<file path="src/rtl/fetch_sequencer_if.sv">
// Bundles the fetch sequencer's control inputs and PC/status outputs.
// The master side (top level, decoder, bench) drives controls; the slave side is the sequencer.
interface fetch_sequencer_if #(
  parameter int D  = 12,
  parameter int CW = 16
);
  logic          start;
  logic          stall;
  logic          halt;
  logic          branch_taken;
  logic          branch_abs;
  logic [D-1:0]  branch_target;
  logic [D-1:0]  pc;
  logic          fetch_valid;
  logic          done;
  logic [CW-1:0] instr_count;

  modport master (
    output start, stall, halt, branch_taken, branch_abs, branch_target,
    input  pc, fetch_valid, done, instr_count
  );

  modport slave (
    input  start, stall, halt, branch_taken, branch_abs, branch_target,
    output pc, fetch_valid, done, instr_count
  );
endinterface

</file>
<file path="src/rtl/fetch_sequencer.sv">
// Program counter and fetch controller for a combinational instruction ROM.
// States: IDLE | waiting for start, pc parked at 0
//         RUN  | fetching, pc advances / branches / stalls each edge
//         DONE | halt retired; pc and instr_count held for readout
module fetch_sequencer #(
  parameter int D  = 12,
  parameter int CW = 16
) (
  input  logic              clk,
  input  logic              reset,
  fetch_sequencer_if.slave  fetch_if
);

  typedef enum logic [1:0] {
    ST_IDLE = 2'd0,
    ST_RUN  = 2'd1,
    ST_DONE = 2'd2
  } state_e;

  state_e        state_q, state_d;
  logic [D-1:0]  pc_q, pc_d;
  logic [CW-1:0] cnt_q, cnt_d;
  logic [CW-1:0] cnt_inc;
  logic [D-1:0]  branch_pc;

  always_ff @(posedge clk) begin
    if (reset) begin
      state_q <= ST_IDLE;
      pc_q    <= '0;
      cnt_q   <= '0;
    end else begin
      state_q <= state_d;
      pc_q    <= pc_d;
      cnt_q   <= cnt_d;
    end
  end

  // Saturating retire count; a D-bit add gives modular relative branches for free.
  assign cnt_inc   = (cnt_q == {CW{1'b1}}) ? cnt_q : cnt_q + CW'(1);
  assign branch_pc = fetch_if.branch_abs ? fetch_if.branch_target
                                         : pc_q + fetch_if.branch_target;

  always_comb begin
    state_d = state_q;
    pc_d    = pc_q;
    cnt_d   = cnt_q;
    unique case (state_q)
      ST_IDLE: begin
        pc_d = '0;
        if (fetch_if.start) begin
          state_d = ST_RUN;
          cnt_d   = '0;
        end
      end
      ST_RUN: begin
        if (fetch_if.stall) begin
          pc_d  = pc_q;
          cnt_d = cnt_q;
        end else if (fetch_if.halt) begin
          state_d = ST_DONE;
          cnt_d   = cnt_inc;
        end else if (fetch_if.branch_taken) begin
          pc_d  = branch_pc;
          cnt_d = cnt_inc;
        end else begin
          pc_d  = pc_q + D'(1);
          cnt_d = cnt_inc;
        end
      end
      ST_DONE: begin
        if (fetch_if.start) begin
          state_d = ST_RUN;
          pc_d    = '0;
          cnt_d   = '0;
        end
      end
      default: begin
        state_d = ST_IDLE;
        pc_d    = '0;
        cnt_d   = '0;
      end
    endcase
  end

  assign fetch_if.pc          = pc_q;
  assign fetch_if.fetch_valid = (state_q == ST_RUN);
  assign fetch_if.done        = (state_q == ST_DONE);
  assign fetch_if.instr_count = cnt_q;

endmodule

</file>
<file path="src/flat_wrapper.sv">
// flat-port wrapper written by rule: the top's interface ports become plain ports
module fetch_sequencer_flat 
#(
  parameter int D  = 12,
  parameter int CW = 16
)
  (clk, reset, fetch_if_start, fetch_if_stall, fetch_if_halt, fetch_if_branch_taken, fetch_if_branch_abs, fetch_if_branch_target, fetch_if_pc, fetch_if_fetch_valid, fetch_if_done, fetch_if_instr_count);
  fetch_sequencer_if #(.D(D), .CW(CW)) fetch_if_i ();
  input  logic clk;
  input  logic reset;
  input wire logic [$bits(fetch_if_i.start)-1:0] fetch_if_start;
  input wire logic [$bits(fetch_if_i.stall)-1:0] fetch_if_stall;
  input wire logic [$bits(fetch_if_i.halt)-1:0] fetch_if_halt;
  input wire logic [$bits(fetch_if_i.branch_taken)-1:0] fetch_if_branch_taken;
  input wire logic [$bits(fetch_if_i.branch_abs)-1:0] fetch_if_branch_abs;
  input wire logic [$bits(fetch_if_i.branch_target)-1:0] fetch_if_branch_target;
  output wire logic [$bits(fetch_if_i.pc)-1:0] fetch_if_pc;
  output wire logic [$bits(fetch_if_i.fetch_valid)-1:0] fetch_if_fetch_valid;
  output wire logic [$bits(fetch_if_i.done)-1:0] fetch_if_done;
  output wire logic [$bits(fetch_if_i.instr_count)-1:0] fetch_if_instr_count;
  assign fetch_if_i.start = fetch_if_start;
  assign fetch_if_i.stall = fetch_if_stall;
  assign fetch_if_i.halt = fetch_if_halt;
  assign fetch_if_i.branch_taken = fetch_if_branch_taken;
  assign fetch_if_i.branch_abs = fetch_if_branch_abs;
  assign fetch_if_i.branch_target = fetch_if_branch_target;
  assign fetch_if_pc = fetch_if_i.pc;
  assign fetch_if_fetch_valid = fetch_if_i.fetch_valid;
  assign fetch_if_done = fetch_if_i.done;
  assign fetch_if_instr_count = fetch_if_i.instr_count;
  fetch_sequencer #(.D(D), .CW(CW)) u_core (.clk(clk), .reset(reset), .fetch_if(fetch_if_i));
endmodule
</file>
<file path="config.mk">
export PLATFORM = sky130hd
export DESIGN_NAME = fetch_sequencer_flat
export DESIGN_NICKNAME = d
export VERILOG_FILES = /design/src/rtl/fetch_sequencer_if.sv /design/src/rtl/fetch_sequencer.sv /design/src/flat_wrapper.sv
export SDC_FILE = /design/constraint.sdc
export NUM_CORES = 1
export LEC_CHECK = 0
export BUFFER_PORTS_ARGS = -buffer_cell sky130_fd_sc_hd__clkbuf_2
export CAP_MARGIN = 20
export CORE_AREA = 2 2 71 73
export DETAILED_ROUTE_END_ITERATION = 12
export DIE_AREA = 0 0 73 75
export PLACE_DENSITY = 0.77
export SLEW_MARGIN = 30
export SYNTH_ARGS = -nofsm -noshare
export SYNTH_HDL_FRONTEND = slang
export SYNTH_SLANG_ARGS = --single-unit
</file>
<file path="constraint.sdc">
create_clock -name clk -period 4.15 [get_ports clk]
set_input_delay 0.2075 -clock clk [delete_from_list [all_inputs] [get_ports clk]]
set_output_delay 0.2075 -clock clk [all_outputs]
set_load 0.05 [all_outputs]
</file>
# Word-level counts from Yosys, hierarchy flattened
# Cells that the tools add are included.
[classes] eq_ne=9 shifts=0 bitwise_logic=0 mul=0 order_cmp=0 div_mod_pow=0 n_addsub=3 n_reduce_logical=5 muxes=14
[ops] operator="$mux 12" count=5
[ops] operator="$mux 16" count=3
[ops] operator="$pmux 16 s2" count=1
[ops] operator="$pmux 12 s2" count=1
[ops] operator="$add 16x1->16 const B" count=1
[ops] operator="$eq 16x16->1 const B" count=1
[ops] operator="$add 12x1->12 const B" count=1
[ops] operator="$add 12x12->12" count=1
[ops] operator="$ne 2x2->1 const B" count=5
[ops] operator="$reduce_and 3->1" count=3
[ops] operator="$mux 2" count=3
[ops] operator="$pmux 2 s2" count=1
[ops] operator="$eq 2x1->1 const B" count=1
[ops] operator="$eq 2x2->1 const B" count=1
[ops] operator="$logic_not 2->1" count=1
[ops] operator="$ne 2x1->1 const B" count=1
[ops] operator="$reduce_or 2->1" count=1
[totals] ff_bits=30 input_bits=19 mem_count=0 latchBits=0 ram_bits=0 mem_bits_ro=0 elab_cells=34 output_inout_bits=30

# Logic depth before layout (Yosys ltp)
# Gate-level depths: netlist (run 1).
[depth] word_depth=6 depth_mapped=8 mapped_depth_nobuf=8

# Worst setup path before layout (run 1)
# Ideal clock, no wire load.
[synth_timing] path_type="register -> register" from="reg u_core.pc_q[0] (netlist: u_core.fetch_if.pc[0])" to="reg u_core.pc_q[10] (netlist: u_core.fetch_if.pc[10])" path_stages_with_launch=9 synth_period_minus_slack_ps=2467 arrival_time_ps=2372 setup_ps=95 slack_ps=1683 required_ps=4055 path_buffers=0 path_cell_list="dfxtp_1 -> ha_1 -> fa_1 -> a211o_1 -> a21oi_2 -> o21ai_1 -> a211o_1 -> and4_1 -> o311ai_1"
[synth_via] elab_chain_cells=6
[synth_lines] item="from (decl)" line="fetch_sequencer.sv:21" text="logic [D-1:0] pc_q, pc_d;"
[synth_lines] item="from (signal assigned)" line="fetch_sequencer.sv:33" text="pc_q <= pc_d;"
[synth_lines] item="$add 12x12->12" line="fetch_sequencer.sv:41" text=": pc_q + fetch_if.branch_target;"
[synth_lines] item="$mux 12" line="fetch_sequencer.sv:40" text="assign branch_pc = fetch_if.branch_abs ? fetch_if.branch_target"
[synth_lines] item="$mux 12 (*)" line="fetch_sequencer.sv:62" text="end else if (fetch_if.branch_taken) begin"
[synth_lines] item="$mux 12 (*)" line="fetch_sequencer.sv:59" text="end else if (fetch_if.halt) begin"
[synth_lines] item="$mux 12 (*)" line="fetch_sequencer.sv:56" text="if (fetch_if.stall) begin"
[synth_lines] item="$pmux 12 s2 (*)" line="fetch_sequencer.sv:47" text="unique case (state_q)"
# Mark *: on every way between the ends. The rest lies on a longest branch, timed or not. The select of a mux whose other input is x is not followed.
# A chain may end at the register's enable or synchronous reset.

# Worst setup path after layout (run 1)
# Ends and elaborated chain as after synthesis.

==> run metrics, run 1 <==
Post-synth ARST share=0; cts bufs inserted=5; Routed wire per std cell=14.3 um; fin util=0.556; maximum clock rate=418 MHz; most frequent cells in the layout=clkbuf_2 (48), nor2_1 (42), dfxtp_1 (30); Post-Route WL=5.61 mm; Setup crit end kind=register; starting density of the core=0.482; Routed Antenna Nets=0; Pleak=1.06 nW; PortBufs=48; crit share post-route=0.577; Synth cell types=59; fillcell total=453; Syn Inst Count=293; placed cells=386; ant diodes=0; Resize count post-CTS=0; cts hold-fix bufs=0; syn_area_per_cell=7.67 sq um; EDFF count, synth=0; Synth Net Count=326; area grow syn2layout=15.2%; slew of the pin with the lowest slew margin=0.674 ns; worst hold path type=in -> reg; Hold Worst Slack=0.215 ns; status=finished clean; maximum number of pins on one net before global-route repair=23; CTS root buffer=clkbuf_8; most common cell after layout, fill and taps aside=clkbuf_2; Required @ worst endpoint=4.34 ns; postcts setup bufs=0; final hold vios=0; clock skew=0.00691 ns; setup TNS=0 ns; core area=0.00466 sq mm; Synth top area share=0.267; global-route wire length before repair=9.06 mm; Initial DRC Count=177; peak supply drop=0.112 mV; vias in the first global route=2089; top area cells in the synthesized netlist=dfxtp_1 (27%), ha_1 (7.2%), nor2_1 (7.0%), xnor2_1 (4.7%), o21ai_0 (4.5%); Synthesis Warnings=0; Die X-Extent=73 um; final net count=372; DP HPWL=4.23 mm; H-Tree Depth=2; total gr overflow=0; proportion of layout cells with a drive suffix above 1=0.195; Rows=25; initial antenna violation count=0; Global Route Usage Sum=0.210; Final setup viols=0; RSZ-0062 raised after global routing=false; worst relative slew slack=0.547; Clock Pin Slew Worst Setup and Hold Paths=0.07 ns; CP Launch Type=register; clk sink count=30; CP arrival=2.59 ns; via count=2374; GPL Wtd Cong=0.841; Synth Cell Area=0.00225 sq mm; clk_lat worst skew=0.28 ns; DR vias/cell=6.04; die height=75 um; critical path class=reg -> reg; max-slew violation count=0; sequential-to-total area share from yosys stat=0.267; Clock Path Buffers=2; DR DRC count=0; top_reg_cell synth=dfxtp_1; minimum clock period=2.39 ns; PwrDens=241 mW/mm^2; Final Non-Filler Cells=393; num ports=49; Worst R2R Setup Slack=1.76 ns; CTS tree=done; CP max FO=6; # Max-Cap Violations=0; first drt pass iteration count=4; Synth Register Bits=30; post-synth top area cell=dfxtp_1; Die ar.=0.00548 sq mm
Yosys cell counts (all sizes together), types with 2 or more instances:
cell,count
a211oi,4
or3,3
nand4,7
o21a,2
nand3,18
nor2,42
o21ai,23
a21oi,18
buf,3
a31oi,5
dfxtp,30
inv,5
a211o,3
nor3,12
a21o,3
nor2b,4
o311ai,3
nor3b,2
o221ai,2
xor2,9
clkbuf,6
nand2,25
xnor2,12
ha,13
a221oi,4
nor4,2
and3,7
nand2b,2
mux2i,3
o211ai,2
cells by family after synthesis:
| group | after synthesis | synth area share |
|---|---|---|
| xor+xnor | 21 | 0.0818 |
| mux | 4 | 0.0184 |
| buf+inv | 14 | 0.0289 |
| compound gates | 81 | 0.237 |
| simple gates | 129 | 0.286 |
| flops | 30 | 0.267 |
| fa+ha+maj | 14 | 0.0812 |
metrics by stage:
| step | total power, mW | worst slack, ns | cell area (sq um) |
|---|---|---|---|
| detailed placement | 0.410 | 1.77 | 2510 |
| global placement | 0.409 | 1.84 | 2510 |
| floorplan | 0.381 | 1.68 | 2250 |
| finish | 0.626 | 1.76 | 2590 |
| global route | 0.656 | 1.70 | 2590 |
| CTS | 0.630 | 1.76 | 2590 |
flip-flops by register name, indices dropped and copies added (netlist names):
signal,cells
u_core.fetch_if.instr_count,16
u_core.fetch_if.pc,12
u_core.state_q,2
power by group:
group          internal [mW]  switching [mW]  leakage [nW]
registers              0.291         0.00546         0.242
clock network          0.112           0.109        0.0438
logic                 0.0361          0.0718         0.775
total                  0.440           0.186          1.06
layer usage:
metal	share of wire	global-route usage
met4	0.021	0.0967
met3	0.046	0.0442
met1	0.46	0.272
met2	0.47	0.335
met5	0	0
cell type report:
class                           instances  area (sq um)  share of cell area
Multi-Input combinational cell        249          1580               0.611
Sequential cell                        30           601               0.232
Timing Repair Buffer                   48           240              0.0927
Clock buffer                            5          68.8              0.0266
Tap cell                               54          67.6              0.0261
Inverter                                5          21.3             0.00821
Clock inverter                          2          10.0             0.00386
path summary, 6_finish.rpt:
check,from,endpoint,cells past startpoint
worst max-delay path,u_core.fetch_if.pc[0]$_SDFFE_PP0P_,u_core.fetch_if.pc[10]$_SDFFE_PP0P_,8
worst min-delay path,fetch_if_branch_target[8],u_core.fetch_if.pc[8]$_SDFFE_PP0P_,3
worst max register to register,u_core.fetch_if.pc[0]$_SDFFE_PP0P_,u_core.fetch_if.pc[10]$_SDFFE_PP0P_,8
worst min register to register,u_core.state_q[1]$_SDFFE_PP0P_,u_core.state_q[1]$_SDFFE_PP0P_,2
critical path, stage by stage (launching register included):
cell and delay [ns]:
dfxtp_1 0.36, ha_1 0.25, fa_1 0.44, a211o_1 0.33, a21oi_2 0.17, o21ai_1 0.13
a211o_1 0.27, and4_1 0.15, o311ai_1 0.21
Note: power is estimated with default switching activity, not from simulation.
==> run 2, diff against run 1 <==
--- a/config.mk
+++ b/config.mk
@@ -10,7 +10,7 @@
 export CORE_AREA = 2 2 71 73
 export DETAILED_ROUTE_END_ITERATION = 12
 export DIE_AREA = 0 0 73 75
-export PLACE_DENSITY = 0.77
+export PLACE_DENSITY = 0.8
 export SLEW_MARGIN = 30
 export SYNTH_ARGS = -nofsm -noshare
 export SYNTH_HDL_FRONTEND = slang
==> constraint.sdc (replaced) <==
create_clock -name clk -period 1.96 [get_ports clk]
set_input_delay 0.098 -clock clk [delete_from_list [all_inputs] [get_ports clk]]
set_output_delay 0.098 -clock clk [all_outputs]
set_load 0.05 [all_outputs]
==> run 2 against run 1 <==
Against the previous run: the run now ends with negative setup slack left; via count up 5.7%; wire length up 15%; flip-flop and latch count unchanged; total power up 130%; first-iteration DRC count down 9.6%; non-clock buffer count up 29; sequential power up 110%; sequential share of layout area down 2.2 points.
==> run metrics, run 2 (same netlist as run 1, synthesis figures left out) <==
Clock Pin Slew Worst Setup and Hold Paths=0.07 ns (about the same); Slowest cell on crit path=dfxtp_4; placed cells=413 (+7.0%); num ports=49 (unchanged); Required @ worst endpoint=2.16 ns (-2.18 ns); clock skew=0.00466 ns (-0.00225 ns); Die X-Extent=73 um (unchanged); CP max FO=3 (-3); final setup margin=-0.136 ns (-1.89 ns); RSZ-0062 raised after global routing=true; Rows=25 (unchanged); Routed Antenna Nets=0 (unchanged); clk sink count=30 (unchanged); Largest stage delay, worst path=0.35 ns (-0.09 ns); worst relative slew slack=0.606 (+0.0588); PwrDens=487 mW/mm^2 (+100%); Final Non-Filler Cells=423 (+7.6%); Routed wire per std cell=15.3 um (+6.9%); first drt pass iteration count=5 (+1); vias in the first global route=2207 (+5.6%); final hold vios=0 (unchanged); Post-Route WL=6.46 mm (+15%); max-slew violation count=0 (unchanged); status=finished, violations left; Final setup viols=3 (+3); starting density of the core=0.482 (unchanged); total gr overflow=0 (unchanged); final net count=401 (+7.8%); Clock Path Buffers=2 (unchanged); slew of the pin with the lowest slew margin=0.587 ns (-0.0870 ns); critical hold path startpoint=fetch_if_branch_target[8]; cts bufs inserted=5 (unchanged); crit share post-route=1.07 (+0.493); Worst R2R Setup Slack=-0.14 ns (-1.89 ns); fin util=0.635 (+0.0792); global-route wire length before repair=10.0 mm (+10%); Die ar.=0.00548 sq mm (unchanged); CP dominant cell by count=a211o_1; Buf+Inv Stages, Crit Path=0 (unchanged); # Max-Cap Violations=0 (unchanged); Post-Place Setup Slack=-0.143 ns (-1.92 ns); Pleak=1.24 nW (+17%); fillcell total=409 (-9.7%); maximum clock rate=477 MHz (+14%); Global Route Usage Sum=0.234 (+0.0242); CP arrival=2.30 ns (-0.29 ns); CTS root buffer=clkbuf_8; Largest delay share family, worst path=compound AO/OA/AOI/OAI gates; GPL Wtd Cong=0.935 (+11%); maximum number of pins on one net before global-route repair=16 (-30%); Initial DRC Count=160 (-9.6%); peak supply drop=0.421 mV (+280%); DR vias/cell=5.93 (-1.8%); hold depth=3 (unchanged); Area after DPL=0.00275 sq mm (+9.6%); fin area=0.00296 sq mm (+14%); overall power=1.44 mW (+130%); area grow syn2layout=31.7%; die height=75 um (unchanged); failing checks=negative setup slack; proportion of layout cells with a drive suffix above 1=0.336 (+0.141); worst hold path type=in -> reg; FF-to-FF End=u_core.fetch_if.pc[10]$_SDFFE_PP0P_; critical path class=reg -> reg; max reg flops=16 (unchanged); most common cell after layout, fill and taps aside=clkbuf_2; depth of the most critical reg-to-reg path=8 (unchanged); H-Tree Depth=2 (unchanged); clk_lat worst skew=0.29 ns (about the same); most frequent cells in the layout=clkbuf_2 (48), nor2_1 (42), buf_4 (29); crit path cell chain=ha_4, fa_2, a211o_1, a21oi_2, o21ai_2, a211o_1, and4_1, o311ai_2; DR DRC count=0 (unchanged); WHS Endpoint=u_core.fetch_if.pc[8]$_SDFFE_PP0P_; RR Startpoint=u_core.fetch_if.pc[0]$_SDFFE_PP0P_; Setup crit end kind=register; PortBufs=48 (unchanged); CTS tree=done; initial antenna violation count=0 (unchanged); DP HPWL=4.70 mm (+11%); CP Launch Type=register; ant diodes=0 (unchanged); core area=0.00466 sq mm (unchanged); via count=2509 (+5.7%); minimum clock period=2.10 ns (-0.298 ns)
run 2: tightest hold or removal path, cell delays in order:
cell,delay (ns)
clkbuf_2,0.09
a41oi_1,0.11
o31ai_1,0.06
run 2: stage by stage:
stage | setup TNS, ns | hold WS (ns)
after detailed placement | -0.403 | 0.400
after global routing | -0.807 | 0.128
final | -0.276 | 0.0985
after global placement | -0.143 | 0.384
after CTS | -0.326 | 0.103
after floorplan | -0.168 | 0.269
run 2: what timing repair did:
action / CTS / global route
gates resized for setup: 5 / 18
pin swaps: 2 / 12
hold buffers: 0 / 0
endpoints found under the setup margin: 8 / 8
setup buffers: 1 / 3
run 2: how the worst max path moves through the flow:
stage	end	from	cells after the start	slack, ns
global route	u_core.fetch_if.pc[10]$_SDFFE_PP0P_	u_core.fetch_if.pc[0]$_SDFFE_PP0P_	8	-0.23
detailed placement	u_core.fetch_if.pc[10]$_SDFFE_PP0P_	u_core.fetch_if.pc[0]$_SDFFE_PP0P_	8	-0.14
CTS	u_core.fetch_if.pc[10]$_SDFFE_PP0P_	u_core.fetch_if.pc[0]$_SDFFE_PP0P_	8	-0.13
floorplan	u_core.fetch_if.pc[10]$_SDFFE_PP0P_	u_core.fetch_if.pc[0]$_SDFFE_PP0P_	8	-0.15
finish	u_core.fetch_if.pc[10]$_SDFFE_PP0P_	u_core.fetch_if.pc[0]$_SDFFE_PP0P_	8	-0.14
global placement	u_core.fetch_if.pc[10]$_SDFFE_PP0P_	u_core.fetch_if.pc[0]$_SDFFE_PP0P_	8	-0.09
run 2: per-layer routing:
layer,part of all wire,vias up,GRT usage
met4,0.021,0,0.101
li1,-,1242,-
met5,0,-,0
met1,0.44,1173,0.301
met2,0.49,80,0.377
met3,0.056,14,0.0522
run 2: final cells by class:
type	count	area, sq um	area share
clock buffer	6	82.6	0.0279
clock inverter	2	12.5	0.00423
inverter	5	21.3	0.00719
multi-input combinational	249	1700	0.573
sequential	30	622	0.210
tap	54	67.6	0.0228
timing repair buffer	77	458	0.155
run 2: report_power, final:
group / total [mW] / internal (mW) / switching [mW]
sequential: 0.624 / 0.614 / 0.00965
clock: 0.547 / 0.282 / 0.265
combinational: 0.272 / 0.100 / 0.172
==> run 3, diff against run 2 <==
--- a/config.mk
+++ b/config.mk
@@ -5,12 +5,12 @@
 export SDC_FILE = /design/constraint.sdc
 export NUM_CORES = 1
 export LEC_CHECK = 0
-export BUFFER_PORTS_ARGS = -buffer_cell sky130_fd_sc_hd__clkbuf_2
 export CAP_MARGIN = 20
 export CORE_AREA = 2 2 71 73
 export DETAILED_ROUTE_END_ITERATION = 12
 export DIE_AREA = 0 0 73 75
-export PLACE_DENSITY = 0.8
+export DONT_BUFFER_PORTS = 1
+export PLACE_DENSITY = 0.7
 export SLEW_MARGIN = 30
 export SYNTH_ARGS = -nofsm -noshare
 export SYNTH_HDL_FRONTEND = slang
==> run 3 against run 2 <==
Against the previous run: the run still ends with negative setup slack left; global-route usage rose by 0.71 points; via count fell by 4.5%; total power rose by 12%; flip-flop and latch count did not move; core utilization fell by 0.32 points; worst setup slack improved by 0.022 ns; die area did not move; hold slack got worse by 0.091 ns; clock-buffer cell count rose by 1; combinational power fell by 12%; clock power rose by 38%; cell count fell by 5.4%; critical endpoint unchanged; largest cell class unchanged; largest power group is now the clock network.
==> run metrics, run 3 (same netlist as run 1, synthesis figures left out) <==
Net Sw Frac=0.256 (-0.0535); fin area=0.00295 sq mm (-0.51%); CP dominant cell by count=a211o_1; met3 wire len=476 um (+32%); RR Startpoint=u_core.fetch_if.pc[0]$_SDFFE_PP0P_; Initial DRC Count=154 (-3.8%); clk sink count=30 (unchanged); most frequent cells in the layout=buf_4 (50), nor2_1 (41), nand2_1 (24); initial antenna violation count=0 (unchanged); Setup crit end kind=register; area of the multi-input gates=0.00168 sq mm (-0.74%); PortBufs=0 (-100%); worst hold path type=in -> reg; CP Launch Type=register; starting density of the core=0.482 (unchanged); # Max-Cap Violations=0 (unchanged); CTS root buffer=clkbuf_8; final hold vios=0 (unchanged); CTS tree=done; DR DRC count=0 (unchanged); via count=2397 (-4.5%); cts bufs inserted=5 (unchanged); peak supply drop=0.535 mV (+27%); maximum clock rate=482 MHz (+1.0%); maximum number of pins on one net before global-route repair=23 (+7); Die ar.=0.00548 sq mm (unchanged); GPL Wtd Cong=0.914 (-2.2%); clk_lat worst skew=0.29 ns (about the same); max reg flops=16 (unchanged); DR vias/cell=5.99 (+1.0%); Routed Antenna Nets=0 (unchanged); PwrDens=548 mW/mm^2 (+12%); final setup margin=-0.115 ns (+0.0218 ns); proportion of layout cells with a drive suffix above 1=0.289 (-0.0470); share of total power in sequential cells=0.385 (-0.047); clock skew=0.00908 ns (+0.00442 ns); Routed wire per std cell=16.5 um (+8.1%); CP max FO=3 (unchanged); status=finished, violations left; num ports=49 (unchanged); Final setup viols=3 (unchanged); final net count=378 (-5.7%); crit share post-route=1.06 (-0.0111); Clock Path Buffers=2 (unchanged); Die X-Extent=73 um (unchanged); power share of the combinational group=0.148 (-0.041); Final Non-Filler Cells=400 (-5.4%); Slowest cell on crit path=dfxtp_4; Max Used Layer=met4; origin of the worst setup path=u_core.fetch_if.pc[0]$_SDFFE_PP0P_; Required @ worst endpoint=2.16 ns (about the same); Rows=25 (unchanged); vias in the first global route=2135 (-3.3%); Sequential Area=619 sq um (-0.40%); crit path cell chain=ha_4, fa_2, a211o_1, a21oi_2, o21ai_2, a211o_1, and4_1, o311ai_2; slew of the pin with the lowest slew margin=0.570 ns (-0.0177 ns); Largest stage delay, worst path=0.35 ns (about the same); Post-Route WL=6.60 mm (+2.2%); first drt pass iteration count=4 (-1); RSZ-0062 raised after global routing=true; most common cell after layout, fill and taps aside=buf_4; critical path class=reg -> reg; Global Route Usage Sum=0.241 (+0.00709); Area after DPL=0.00268 sq mm (-2.7%); CP arrival=2.27 ns (-0.03 ns); Hold Worst Slack=0.00782 ns (-0.0907 ns); total gr overflow=0 (unchanged); Psw=0.412 mW (-7.6%); fin util=0.632 (-0.00322); metal2 WL=3.19 mm (+1.4%); H-Tree Depth=2 (unchanged); minimum clock period=2.07 ns (-0.0218 ns); critical hold path startpoint=fetch_if_branch_taken; worst relative slew slack=0.617 (+0.0115); DP HPWL=4.80 mm (+2.1%); failing checks=negative setup slack; die height=75 um (unchanged); core area=0.00466 sq mm (unchanged); Pleak=1.17 nW (-6.4%); overall power=1.61 mW (+12%); area grow syn2layout=31.0%; global-route wire length before repair=10.2 mm (+1.8%); setup TNS=-0.175 ns (+0.101 ns); DRT met1 WL=2.88 mm (+1.9%); ant diodes=0 (unchanged); Pint=1.20 mW (+20%); Clock Pin Slew Worst Setup and Hold Paths=0.07 ns (about the same); max-slew violation count=0 (unchanged); Post-Place Setup Slack=-0.107 ns (+0.0358 ns); clock share of power=0.467 (+0.088); fillcell total=412 (+0.73%); placed cells=387 (-6.3%)
run 3: what timing repair did:
action / in CTS / in global routing
endpoints found under the hold margin: 12 / 8
hold buffers: 3 / 1
pin swaps: 7 / 6
gates resized for setup: 6 / 16
setup buffers: 1 / 0
endpoints found under the setup margin: 5 / 11
run 3: critical path, delay by kind of cell (launching register included):
family                   cells  cell delay [ns]
adder cells (fa/ha/maj)      2             0.50
AND/OR/NAND/NOR              1             0.15
flip-flops                   1             0.35
AO/OA/AOI/OAI                5             0.99
run 3: cell type report:
class | count | share of cell area
Clock inverter | 1 | 0.0102
Clock buffer | 7 | 0.0365
Multi-Input combinational cell | 249 | 0.572
Sequential cell | 30 | 0.210
Tap cell | 54 | 0.0229
Timing Repair Buffer | 54 | 0.141
Inverter | 5 | 0.00722
run 3: path summary, 6_finish.rpt:
kind | to | slack (ns) | depth (start not counted)
min reg2reg | u_core.fetch_if.instr_count[2]$_SDFFE_PP0P_ | 0.55 | 2
min | u_core.fetch_if.pc[8]$_SDFFE_PP0P_ | 0.008 | 2
max reg2reg | u_core.fetch_if.pc[10]$_SDFFE_PP0P_ | -0.11 | 8
max | u_core.fetch_if.pc[10]$_SDFFE_PP0P_ | -0.11 | 8
run 3: power groups by stage:
stage	registers, mW	clock network, mW	logic [mW]
6_report	0.621	0.753	0.239
5_1_grt	0.622	0.785	0.259
4_1_cts	0.621	0.764	0.223
3_5_place_dp	0.635	0	0.214
3_3_place_gp	0.635	0	0.211
2_1_floorplan	0.656	0	0.150
run 3: layer usage:
| metal | up-vias | track usage |
|---|---|---|
| met1 | 1119 | 0.321 |
| met5 | - | 0 |
| met2 | 80 | 0.393 |
| li1 | 1190 | - |
| met4 | 0 | 0.0494 |
| met3 | 8 | 0.0656 |
